==> config.mk <==
export PLATFORM = sky130hd
export DESIGN_NAME = fetch_unit
export DESIGN_NICKNAME = d
export VERILOG_FILES = /design/src/rtl/fetch_pkg.sv /design/src/rtl/fetch_buffer.sv /design/src/rtl/fetch_unit.sv
export SDC_FILE = /design/constraint.sdc
export NUM_CORES = 1
export LEC_CHECK = 0
export CORE_ASPECT_RATIO = 0.6
export CORE_UTILIZATION = 45
export DETAILED_ROUTE_END_ITERATION = 8
export PLACE_DENSITY_LB_ADDON = 0.2
export SLEW_MARGIN = 20
export SYNTH_ARGS = -nofsm -noshare
export SYNTH_HDL_FRONTEND = slang
export SYNTH_HIERARCHICAL = 1
export SYNTH_SLANG_ARGS = --single-unit
==> constraint.sdc <==
create_clock -name Clk_Core -period 7.85 [get_ports Clk_Core]
set_input_delay 1.57 -clock Clk_Core [delete_from_list [all_inputs] [get_ports Clk_Core]]
set_output_delay 1.57 -clock Clk_Core [all_outputs]
set_load 0.1 [all_outputs]
==> src/rtl/fetch_pkg.sv <==
// rtl/fetch_pkg.sv - shared types and constants for the instruction fetch stage
package fetch_pkg;

  localparam int PC_W = 32;
  localparam logic [31:0] HALT_INSTR = 32'h0000_007F;

  typedef enum logic [1:0] {
    FETCH = 2'd0,
    HALT  = 2'd1,
    FAULT = 2'd2
  } fetch_state_e;

  typedef struct packed {
    logic [PC_W-1:0] pc;
    logic [31:0]     instr;
  } fetch_entry_t;

endpackage

==> src/rtl/fetch_buffer.sv <==
// rtl/fetch_buffer.sv - small synchronous FIFO of fetched {pc, instr} entries
module fetch_buffer
  import fetch_pkg::*;
#(
  parameter int DEPTH = 2
) (
  input  logic         clk,
  input  logic         rst_n,
  input  logic         push,
  input  fetch_entry_t push_data,
  input  logic         pop,
  input  logic         flush,
  output fetch_entry_t head,
  output logic         full,
  output logic         empty
);

  localparam int AW = (DEPTH > 1) ? $clog2(DEPTH) : 1;

  fetch_entry_t   mem [DEPTH];
  logic [AW-1:0]  rd_ptr;
  logic [AW-1:0]  wr_ptr;
  logic [AW:0]    count;
  logic           do_push;
  logic           do_pop;

  assign empty   = (count == '0);
  assign full    = (count == (AW+1)'(DEPTH));
  assign do_pop  = pop && !empty && !flush;
  // A push into a full buffer is legal when the head leaves in the same cycle.
  assign do_push = push && !flush && (!full || do_pop);
  assign head    = mem[rd_ptr];

  always_ff @(posedge clk or negedge rst_n) begin
    if (!rst_n) begin
      rd_ptr <= '0;
      wr_ptr <= '0;
      count  <= '0;
    end else if (flush) begin
      rd_ptr <= '0;
      wr_ptr <= '0;
      count  <= '0;
    end else begin
      if (do_push) wr_ptr <= wr_ptr + 1'b1;
      if (do_pop)  rd_ptr <= rd_ptr + 1'b1;
      case ({do_push, do_pop})
        2'b10:   count <= count + 1'b1;
        2'b01:   count <= count - 1'b1;
        default: ;
      endcase
    end
  end

  always_ff @(posedge clk) begin
    if (do_push) mem[wr_ptr] <= push_data;
  end

endmodule

==> src/rtl/fetch_unit.sv <==
// rtl/fetch_unit.sv - PC register, fetch state machine and decode-side handshake
module fetch_unit
  import fetch_pkg::*;
#(
  parameter int                DWIDTH       = 32,
  parameter logic [DWIDTH-1:0] RESET_VECTOR = '0,
  parameter int                BUF_DEPTH    = 2
) (
  input  logic              Clk_Core,
  input  logic              Rst_Core_N,
  output logic [DWIDTH-1:0] Program_Count,
  input  logic [31:0]       Instruction_In,
  input  logic              Redirect_Valid,
  input  logic [DWIDTH-1:0] Redirect_Target,
  output logic              Instr_Valid,
  input  logic              Instr_Ready,
  output logic [31:0]       Instr_Out,
  output logic [DWIDTH-1:0] Instr_Pc,
  output logic              Halted,
  output logic              Fetch_Fault
);

  logic [DWIDTH-1:0] pc;
  fetch_state_e      state;
  logic              halted_q;
  logic              fault_q;
  fetch_entry_t      push_data;
  fetch_entry_t      head;
  logic              full;
  logic              empty;
  logic              deq;
  logic              push;
  logic              flush;

  assign Program_Count = pc;
  assign deq   = !empty && Instr_Ready;
  assign flush = Redirect_Valid && (state != FAULT);
  assign push  = (state == FETCH) && !Redirect_Valid && (!full || deq);

  assign push_data.pc    = PC_W'(pc);
  assign push_data.instr = Instruction_In;

  fetch_buffer #(
    .DEPTH(BUF_DEPTH)
  ) u_buffer (
    .clk       (Clk_Core),
    .rst_n     (Rst_Core_N),
    .push      (push),
    .push_data (push_data),
    .pop       (deq),
    .flush     (flush),
    .head      (head),
    .full      (full),
    .empty     (empty)
  );

  // Stale storage is masked so an empty buffer always presents zeros.
  assign Instr_Valid = !empty;
  assign Instr_Out   = empty ? '0 : head.instr;
  assign Instr_Pc    = empty ? '0 : DWIDTH'(head.pc);
  assign Halted      = halted_q;
  assign Fetch_Fault = fault_q;

  always_ff @(posedge Clk_Core or negedge Rst_Core_N) begin
    if (!Rst_Core_N) begin
      pc       <= RESET_VECTOR;
      state    <= FETCH;
      halted_q <= 1'b0;
      fault_q  <= 1'b0;
    end else begin
      case (state)
        FETCH, HALT: begin
          if (Redirect_Valid) begin
            halted_q <= 1'b0;
            if (Redirect_Target[1:0] == 2'b00) begin
              pc    <= Redirect_Target;
              state <= FETCH;
            end else begin
              state   <= FAULT;
              fault_q <= 1'b1;
            end
          end else if (push) begin
            // The halt word still goes to decode, but the PC stays on it.
            if (Instruction_In == HALT_INSTR) begin
              state    <= HALT;
              halted_q <= 1'b1;
            end else begin
              pc <= pc + DWIDTH'(4);
            end
          end
        end
        default: ;
      endcase
    end
  end

endmodule

==> reports/metrics.yaml <==
via_per_inst: 5.59
ant_nets: 0
status: "finished clean"
grt_max_degree: 50
vias: 5305
power_mw: 2.20
crit_chain: "buf_4 -> mux2_2 -> nor2b_1 -> clkdlybuf4s50_1"
cts_tree: "done"
wl_per_cell_um: 19.3
drv_cap: 0
synthArstFlopShare: 0.234
drcViolationCount: 0
cts_hold_buf: 0
cp_top_family: "buffers and inverters"
post-route-util: 0.615
placed_cell_area_mm2: 0.00938
hold_end: "u_buffer/mem[0][33]"
period_share: 0.635
pre_cts_slack_ns: 2.59
skew_ns: 0.0175
dpl.hpwl_mm: 11.9
ys.flop_type: "edfxtp_1"
netlist_area_mm2: 0.00750
tns_ns: 0
drtIter0Drc: 387
crit_path_end_kind: "primary output"
max_freq_ghz: 0.201
place.gp.congestion: 0.868
initial_core_util: 0.461
ys_seq_area_frac: 0.642
r2r_end: "u_buffer/mem[1][49]"
critPathMaxStageDelay_ns: 1.17
peakVddDrop_uv: 150
maxSlewViolCount: 0
clockBufferDepth: 2
cp.buffers_inverters: 2
finalSetupViolCount: 0
yosys.cell_types.count: 58
power_density_mw_per_mm2: 220
root_buffer: "clkbuf_16"
ys_seq_elements: 167
htree_levels: 4
die_h_um: 102
hold_viol_final: 0
cts-resized-gates: 0
ys_warn_count: 6
path_max_fanout: 44
grt_pass1_wl_mm: 28.5
rsz0062_at_grt: "no"
hp-start: "Program_Count[1]"
timing.final.ws_setup_ns: 2.87
worst_pin_slew_ns: 1.10
final_cell_mix: "clkdlybuf4s50_1, edfxtp_1, nor2b_1, mux2_2, dfrtp_1"
drt_wl_total_mm: 18.4
port_buffers: 166
worst_setup_path_start_kind: "register"
reg2regPathDepth: 7
grt_pass1_vias: 5264
fin_area_mm2: 0.0100
min_period_ns: 4.98
clkTransAtPathRegs_ns: 0.07
holdPathStages: 0
cts_setup_buffers: 0
clkLatencyLatePin_ns: 0.43
worstPathArrival_ns: 3.41
track_usage: 0.220
first_pass_iters: 5
rows: 36
critPathRequiredTime_ns: 6.28
cts_buffers: 17
io_pins: 167
synth_cells: 549
critPathKind: "register to primary output"
nNetsFinal: 777
core-area_mm2: 0.0163
dieArea_mm2: 0.0172
p_leak_nw: 3.41
syn-num-nets: 618
die_w_um: 169
grt-ovfl-total: 0
regToRegSetupSlack_ns: 3.95
crit_slowest_cell: "clkdlybuf4s50_1"
synth_edf_count: 128
crit-reg2reg-launch: "u_buffer/count[0]"
syn-mean-instance-area_um2: 13.7
layout_commonest_cell: "clkdlybuf4s50_1"
syn_to_final_growth_pct: 33.4
drive_above_1_share: 0.136
antenna_found_initial: 0
hold_path_class: "register to register"
diodes: 0
cts.sinks: 167
slew_headroom: 0.270
## cell families after synthesis
family / after synthesis / share of synthesized area
AO/OA/AOI/OAI: 79 / 0.0799
multiplexers: 67 / 0.101
AND/OR/NAND/NOR: 193 / 0.149
flip-flops: 167 / 0.642
buffers and inverters: 41 / 0.0250
adder cells (fa/ha/maj): 1 / 0.00167
XOR/XNOR: 1 / 0.00117
## through the flow
step | std cells | hold WS [ns]
floorplan | 549 | 0.525
global placement | 917 | 0.466
detailed placement | 917 | 0.492
CTS | 949 | 0.509
global route | 949 | 0.513
finish | 949 | 0.503
## synth_stat cells, drive strengths merged (2+ instances only)
| cell | n | area (um2) |
|---|---|---|
| edfxtp | 128 | 3840 |
| nor2b | 69 | 437 |
| mux2 | 66 | 747 |
| dfrtp | 39 | 976 |
| clkbuf | 21 | 78.8 |
| nand4 | 21 | 131 |
| nor2 | 21 | 78.8 |
| nand2 | 20 | 75.1 |
| nand3 | 17 | 85.1 |
| o21ai | 14 | 70.1 |
| buf | 13 | 82.6 |
| a32o | 12 | 120 |
| a21oi | 11 | 55.1 |
| nor3 | 9 | 45.0 |
| nor4 | 9 | 77.6 |
| and3 | 8 | 50.1 |
| inv | 7 | 26.3 |
| a211oi | 6 | 50.1 |
| a311oi | 6 | 52.6 |
| a22oi | 5 | 37.5 |
| and2 | 5 | 31.3 |
| o31ai | 5 | 37.5 |
| and4 | 4 | 35.0 |
| nand2b | 3 | 18.8 |
| a2111oi | 2 | 25.0 |
| a21o | 2 | 15.0 |
| a31oi | 2 | 12.5 |
| o21bai | 2 | 15.0 |
| o22ai | 2 | 12.5 |
| o32a | 2 | 20.0 |
| o41ai | 2 | 17.5 |
| or2 | 2 | 12.5 |
| or4 | 2 | 18.8 |
## worst reg2reg max path: cells and delay by family, from the launching register on
kind                   cells  cell delay, ns
AO/OA/AOI/OAI              2            0.97
buffers and inverters      2            0.86
flip-flops                 1            0.48
AND/OR/NAND/NOR            3            1.18
## report_power, final
part	total, mW	internal [mW]	switching, mW
Combinational	0.302	0.0885	0.214
Clock	0.870	0.509	0.361
Sequential	1.03	0.979	0.0493
## area by class of cell
type | count | area, um2
Timing Repair Buffer | 174 | 1720
Clock buffer | 17 | 425
Clock inverter | 15 | 193
Multi-Input combinational cell | 341 | 2540
Fill cell | 1263 | 6250
Sequential cell | 167 | 4820
Tap cell | 228 | 285
Inverter | 7 | 26.3
## worst max-delay path by stage
stage / from / to / slack, ns / cells past startpoint
final: u_buffer/rd_ptr / Instr_Out[20] / 2.87 / 4
after global routing: u_buffer/rd_ptr / Instr_Pc[15] / 2.71 / 4
after CTS: u_buffer/rd_ptr / Instr_Pc[15] / 2.83 / 4
after detailed placement: Redirect_Valid / u_buffer/mem[1][55] / 2.59 / 7
after global placement: Redirect_Valid / u_buffer/mem[1][5] / 2.72 / 7
after floorplan: Redirect_Valid / u_buffer/mem[0][0] / 0.31 / 5
## registers in the layout, summed over array words and instances (netlist names)
signal           count
Fetch_Fault          1
Program_Count       32
state                2
u_buffer/count       2
u_buffer/mem       128
u_buffer/rd_ptr      1
u_buffer/wr_ptr      1
## metal layers
metal / part of all wire / up-vias / routed length (um) / track usage
li1: - / 2418 / - / -
met1: 0.48 / 2618 / 8780 / 0.320
met2: 0.43 / 246 / 7980 / 0.326
met3: 0.075 / 23 / 1370 / 0.0527
met4: 0.012 / 0 / 227 / 0.0692
met5: 0 / - / 0 / 0
Power figures use the tool's default switching activity.
